## config.mk

```make
export PLATFORM = sky130hd
export DESIGN_NAME = dram_traffic_gen
export DESIGN_NICKNAME = d
export VERILOG_FILES = /design/src/rtl/dram_traffic_gen.sv
export SDC_FILE = /design/constraint.sdc
export NUM_CORES = 2
export LEC_CHECK = 0
export CAP_MARGIN = 30
export CORE_AREA = 5 5 664 666
export DETAILED_ROUTE_END_ITERATION = 12
export DIE_AREA = 0 0 669 671
export PLACE_DENSITY = 0.31
export SYNTH_ARGS = -nofsm -noshare
export SYNTH_HDL_FRONTEND = slang
export SYNTH_SLANG_ARGS = --single-unit
```

## constraint.sdc

```tcl
create_clock -name clk -period 49.3 [get_ports clk]
set_input_delay 7.395 -clock clk [delete_from_list [all_inputs] [get_ports clk]]
set_output_delay 7.395 -clock clk [all_outputs]
set_load 0.005 [all_outputs]
```

## src/rtl/dram_traffic_gen.sv

```systemverilog
// DRAM exerciser: single reads/writes, write sweeps and write+readback sweeps with pattern checking.
// Define DRAM_TG_LFSR_EN to generate block words from a Galois LFSR instead of a counter.
module dram_traffic_gen #(
  parameter int ADDR_BITS  = 27,
  parameter int BLOCK_BITS = 512,
  parameter int STRIDE     = 1,
  parameter int TIMEOUT    = 4096
) (
  input  logic                  clk,
  input  logic                  rst,
  input  logic                  start,
  input  logic [1:0]            mode,
  input  logic [ADDR_BITS-1:0]  base_addr,
  input  logic [15:0]           count,
  input  logic [31:0]           seed,
  input  logic                  read_ready,
  input  logic                  write_ready,
  input  logic                  read_response,
  input  logic [BLOCK_BITS-1:0] read_data,
  output logic                  read_request,
  output logic                  write_request,
  output logic [ADDR_BITS-1:0]  read_address,
  output logic [ADDR_BITS-1:0]  write_address,
  output logic [BLOCK_BITS-1:0] write_data,
  output logic                  busy,
  output logic                  done,
  output logic                  timeout_err,
  output logic [15:0]           error_count,
  output logic [ADDR_BITS-1:0]  first_err_addr,
  output logic [BLOCK_BITS-1:0] last_read_data
);
  localparam int LANES = BLOCK_BITS / 32;
  localparam int TW    = $clog2(TIMEOUT + 1);

  typedef enum logic [2:0] {IDLE, WR_ISSUE, WR_WAIT, RD_ISSUE, RD_WAIT, CHECK, DONE} state_t;
  state_t state_reg, state_next;

  logic [1:0]            mode_reg;
  logic [ADDR_BITS-1:0]  base_reg, addr_reg;
  logic [15:0]           count_reg, idx_reg;
  logic [31:0]           seed_reg, word_reg, word_init, word_step;
  logic [TW-1:0]         tcnt_reg;
  logic                  seen_low_reg;
  logic [BLOCK_BITS-1:0] pattern;
  logic                  accept, issue_wr, issue_rd, capture, next_blk, restart_rd, abort;
  logic                  last_blk, timed_out, enter_issue, in_txn;

`ifdef DRAM_TG_LFSR_EN
  assign word_init = (seed == 32'd0) ? 32'd1 : seed;
  assign word_step = {1'b0, word_reg[31:1]} ^ (word_reg[0] ? 32'h8020_0003 : 32'd0);
`else
  assign word_init = seed;
  assign word_step = word_reg + 32'd1;
`endif

  for (genvar gi = 0; gi < LANES; gi++) begin : g_lane
    assign pattern[gi*32 +: 32] = word_reg + 32'(gi);
  end

  // Single transactions (modes 0/1) always count as the last block.
  assign last_blk    = !mode_reg[1] || (idx_reg == count_reg - 16'd1);
  assign timed_out   = (tcnt_reg == TW'(TIMEOUT - 1));
  assign in_txn      = (state_reg == WR_ISSUE) || (state_reg == WR_WAIT) ||
                       (state_reg == RD_ISSUE) || (state_reg == RD_WAIT);
  assign enter_issue = ((state_next == WR_ISSUE) || (state_next == RD_ISSUE)) &&
                       (state_next != state_reg);
  assign busy = (state_reg != IDLE);
  assign done = (state_reg == DONE);

  always_ff @(posedge clk or posedge rst) begin
    if (rst) state_reg <= IDLE;
    else     state_reg <= state_next;
  end

  always_comb begin
    state_next = state_reg;
    accept     = 1'b0;
    issue_wr   = 1'b0;
    issue_rd   = 1'b0;
    capture    = 1'b0;
    next_blk   = 1'b0;
    restart_rd = 1'b0;
    abort      = 1'b0;
    case (state_reg)
      IDLE: if (start) begin
        accept = 1'b1;
        if (mode[1] && count == 16'd0) state_next = DONE;
        else if (mode == 2'd1)         state_next = RD_ISSUE;
        else                           state_next = WR_ISSUE;
      end
      WR_ISSUE: begin
        if (write_ready) begin
          issue_wr   = 1'b1;
          state_next = WR_WAIT;
        end else if (timed_out) begin
          abort      = 1'b1;
          state_next = DONE;
        end
      end
      WR_WAIT: begin
        if (seen_low_reg && write_ready) begin
          if (!last_blk) begin
            next_blk   = 1'b1;
            state_next = WR_ISSUE;
          end else if (mode_reg == 2'd3) begin
            restart_rd = 1'b1;
            state_next = RD_ISSUE;
          end else begin
            state_next = DONE;
          end
        end else if (timed_out) begin
          abort      = 1'b1;
          state_next = DONE;
        end
      end
      RD_ISSUE: begin
        if (read_ready) begin
          issue_rd   = 1'b1;
          state_next = RD_WAIT;
        end else if (timed_out) begin
          abort      = 1'b1;
          state_next = DONE;
        end
      end
      RD_WAIT: begin
        if (read_response) begin
          capture    = 1'b1;
          state_next = (mode_reg == 2'd3) ? CHECK : DONE;
        end else if (timed_out) begin
          abort      = 1'b1;
          state_next = DONE;
        end
      end
      CHECK: begin
        if (last_blk) state_next = DONE;
        else begin
          next_blk   = 1'b1;
          state_next = RD_ISSUE;
        end
      end
      DONE:    state_next = IDLE;
      default: state_next = IDLE;
    endcase
  end

  always_ff @(posedge clk or posedge rst) begin
    if (rst) begin
      mode_reg       <= '0;
      base_reg       <= '0;
      addr_reg       <= '0;
      count_reg      <= '0;
      idx_reg        <= '0;
      seed_reg       <= '0;
      word_reg       <= '0;
      tcnt_reg       <= '0;
      seen_low_reg   <= 1'b0;
      read_request   <= 1'b0;
      write_request  <= 1'b0;
      read_address   <= '0;
      write_address  <= '0;
      write_data     <= '0;
      timeout_err    <= 1'b0;
      error_count    <= '0;
      first_err_addr <= '0;
      last_read_data <= '0;
    end else begin
      write_request <= issue_wr;
      read_request  <= issue_rd;
      if (enter_issue)  tcnt_reg <= '0;
      else if (in_txn)  tcnt_reg <= tcnt_reg + TW'(1);
      if (issue_wr)                                  seen_low_reg <= 1'b0;
      else if (state_reg == WR_WAIT && !write_ready) seen_low_reg <= 1'b1;
      if (accept) begin
        mode_reg       <= mode;
        base_reg       <= base_addr;
        addr_reg       <= base_addr;
        count_reg      <= count;
        idx_reg        <= '0;
        seed_reg       <= word_init;
        word_reg       <= word_init;
        timeout_err    <= 1'b0;
        error_count    <= '0;
        first_err_addr <= '0;
      end
      if (issue_wr) begin
        write_address <= addr_reg;
        write_data    <= pattern;
      end
      if (issue_rd) read_address <= addr_reg;
      if (capture)  last_read_data <= read_data;
      // Compare before advancing: word_reg/addr_reg still describe block i here.
      if (state_reg == CHECK && last_read_data != pattern) begin
        if (error_count != 16'hFFFF) error_count <= error_count + 16'd1;
        if (error_count == 16'd0)    first_err_addr <= addr_reg;
      end
      if (next_blk) begin
        idx_reg  <= idx_reg + 16'd1;
        addr_reg <= addr_reg + ADDR_BITS'(STRIDE);
        word_reg <= word_step;
      end
      if (restart_rd) begin
        idx_reg  <= '0;
        addr_reg <= base_reg;
        word_reg <= seed_reg;
      end
      if (abort) timeout_err <= 1'b1;
    end
  end
endmodule

```

==> flow_summary.yaml <==
detailed_routing:
  wl_per_cell_um: 47.31
  num_vias: 71260
  vias_per_cell: 4.814
  first_pass_iters: 6
  first_iter_violations: 7822
  antenna_left: 0
  routed_wl_um: 700300
  drcViolationCount: 0
synth:
  synthSimpleGateAreaFrac_pct: 17.37
  ys_top_cells_by_area: "dfrtp_1 47%, mux2_2 8.2%, xnor2_1 7.1%"
  synth.cell_area_sq_um: 67410
  synth_top_family_by_area: "simple AND/OR/NAND/NOR gates"
  synth_top_area_share_pct: 46.74
  synth_top_area_cell: "dfrtp_1"
  synth_cell_types: 96
  synth.avg_cell_area_sq_um: 9.609
  synth_nets: 7629
  synthAdderAreaFrac_pct: 0.3675
  yosysWarningCount: 0
  synthCells: 7015
  synth-main-ff-cell: "dfrtp_1"
  ys_seq_area_share_pct: 46.74
  synthArstFlopShare_pct: 100.0
  synth-xor-area-share_pct: 10.08
  synth_seq_cells: 1259
  synth-edff-count: 0
  muxShareOfSynthArea_pct: 9.038
  synth_compound_area_share_pct: 12.50
clock_network:
  cts_sinks: 1259
  holdBufCountCts: 0
  cts-root-buf: "clkbuf_16"
  numCtsBuffers: 182
  clk_pin_slew_ns: 0.05
  cts_resized: 0
  h-tree-depth: 4
  clk_latency_ns: 0.92
  clk_path_buf_depth: 4
  cts_tree: "yes"
  cts_setup_buffers: 0
grt:
  grtUsageMet2_pct: 50.80
  busiest_layer: "met2"
  antenna_found_initial: 174
  grt_max_degree: 239
  grt_use_total_pct: 29.94
  grtUsageMet1_pct: 34.35
  met3_usage_pct: 7.838
  grt_pass1_vias: 68980
  overflow: 0
  grt_pass1_wl_um: 861100
critical_path:
  r2r_start: "word_reg[3]$_DFFE_PP0P_"
  rr_endpoint: "first_err_addr[10]$_DFF_PP0_"
  cp-end-kind: "async pin"
  crit_path_end: "first_err_addr[10]$_DFF_PP0_"
  crit_path_max_fanout: 77
  cp-startpoint: "rst"
  required_ns: 50.33
  worst-r2r-cell-count: 17
  arrival_ns: 11.88
  path_cells: "clkdlybuf4s50_1, inv_8, buf_4, buf_4, buf_4, buf_4, buf_4, buf_16"
  r2r_slack_ns: 39.69
  crit_path_frequent_cell: "buf_4"
  cp_slowest_cell: "buf_4"
  cp-start-kind: "primary input"
  path_class: "in -> async"
  max_stage_delay_ns: 0.81
die:
  die-width_um: 669
  start_util_pct: 15.55
  rows: 242
  core_sq_um: 433600
  die_h_um: 671
  die_area_sq_um: 448900
  ios: 1721
sta:
  tns_ns: 0
  setup_viol: 0
  whs_ns: 0.4667
  max_freq_mhz: 92.17
  fin_worst_skew_ns: 0.05911
  min_period_ns: 10.85
  drv_slew: 0
  relSlewSlack_pct: 15.91
  fin_crit_sh_pct: 22.01
  worstMarginPinSlew_ns: 1.257
  rsz0062_at_grt: "false"
  hold_viol_final: 0
layout:
  drive_gt1_share_pct: 15.90
  top_regs: "last_read_data: 512 flops, write_data: 478 flops"
  area_growth_syn_to_layout_pct: 48.57
  utilization_pct: 23.10
  largest_reg_flops: 512
  max_flop_register: "last_read_data"
  layout.nets: 9476
power:
  power_frac_comb_pct: 56.4
  p_clk_share_pct: 15.6
  power.leakage_nw: 39.01
  pwr-share-seq_pct: 27.9
  internal_power_mw: 4.037
  p_sw_share_pct: 53.39
  power_switching_mw: 4.623
  ir_worst_vdd_mv: 0.03370
  power_density_nw_per_um2: 86.47
place:
  numPortBuffers: 1720
  place.gp.congestion: 1.047
  post-dp-hpwl_um: 572800
flow_run:
  cap_violations: 0
min_path:
  hp-class: "reg -> reg"
outcome:
  status: "complete, no violations"
## worst max-delay path: cells and delay by family
kind / cells / cell delay, ns
buffers and inverters: 8 / 4.16
## cell usage after synthesis, types with 43 or more instances
| cell type | number |
|---|---|
| a21oi_1 | 137 |
| a31oi_1 | 43 |
| and3_1 | 48 |
| buf_1 | 87 |
| buf_4 | 43 |
| clkbuf_1 | 374 |
| dfrtp_1 | 1259 |
| inv_1 | 82 |
| mux2_2 | 492 |
| mux2i_1 | 54 |
| nand2_1 | 1229 |
| nand2b_1 | 46 |
| nand3_1 | 165 |
| nand4_1 | 125 |
| nor2_1 | 340 |
| nor3_1 | 135 |
| nor4_1 | 108 |
| o21ai_0 | 623 |
| o22ai_1 | 56 |
| or3_1 | 50 |
| xnor2_1 | 548 |
| xor2_1 | 168 |
## cell families after synthesis
kind of cell             Yosys count
flip-flops                      1259
XOR/XNOR                         739
adder cells (fa/ha/maj)           20
multiplexers                     547
AND/OR/NAND/NOR                 2484
AO/OA/AOI/OAI                   1326
buffers and inverters            640
## routing by layer
layer,vias up,routed length (um),share of wire (%)
li1,28570,-,-
met5,-,628,0.090
met4,90,46680,6.7
met3,1191,54310,7.8
met1,37240,263400,38
met2,4172,335300,48
## power groups by stage
| stage | combinational [mW] | clock [mW] | sequential, mW |
|---|---|---|---|
| 2_1_floorplan | 1.59 | 0 | 1.91 |
| 3_3_place_gp | 4.78 | 0 | 2.43 |
| 3_5_place_dp | 4.80 | 0 | 2.44 |
| 4_1_cts | 4.82 | 1.40 | 2.43 |
| 5_1_grt | 4.93 | 1.43 | 2.44 |
| 6_report | 4.89 | 1.35 | 2.42 |
## layout make-up
cell class	instances	area, sq um
Antenna cell	73	182.7
Sequential cell	1259	31570
Clock inverter	60	735.7
Multi-Input combinational cell	5116	33670
Inverter	93	361.6
Fill cell	47200	333500
Clock buffer	258	5220
Timing Repair Buffer	2210	21240
Tap cell	5734	7174
## worst min path at each step
stage / start / to / slack (ns) / depth (start not counted)
finish: base_reg[2]$_DFFE_PP0P_ / base_reg[2]$_DFFE_PP0P_ / 0.47 / 2
global placement: base_reg[12]$_DFFE_PP0P_ / base_reg[12]$_DFFE_PP0P_ / 0.45 / 2
global route: base_reg[25]$_DFFE_PP0P_ / base_reg[25]$_DFFE_PP0P_ / 0.48 / 2
detailed placement: seed_reg[20]$_DFFE_PP0P_ / seed_reg[20]$_DFFE_PP0P_ / 0.46 / 2
CTS: base_reg[2]$_DFFE_PP0P_ / base_reg[2]$_DFFE_PP0P_ / 0.47 / 2
floorplan: seed_reg[13]$_DFFE_PP0P_ / seed_reg[13]$_DFFE_PP0P_ / 0.44 / 2
## stage by stage
stage               area, sq um  total power, mW  instances  setup slack, ns
finish                   100100            8.660      14800            38.45
global route              99980            8.805      14740            37.83
CTS                       99720            8.644      14720            37.86
detailed placement        93770            7.238      14400            36.85
global placement          93140            7.205      14330            36.98
floorplan                 67410            3.502       7015            6.426
## placed cells by master (no fill, tap or decap), drive strengths merged, types with 56 or more instances in the layout
master / count
o22ai: 56
inv: 98
buf: 489
clkbuf: 259
xor2: 168
nand2: 1229
nor2: 340
xnor2: 548
mux2: 493
nor3: 138
nor4: 122
a21oi: 138
o21ai: 629
dfrtp: 1259
clkdlybuf4s50: 1720
nand4: 130
nand3: 165
diode: 73
Power figures use the tool's default switching activity.
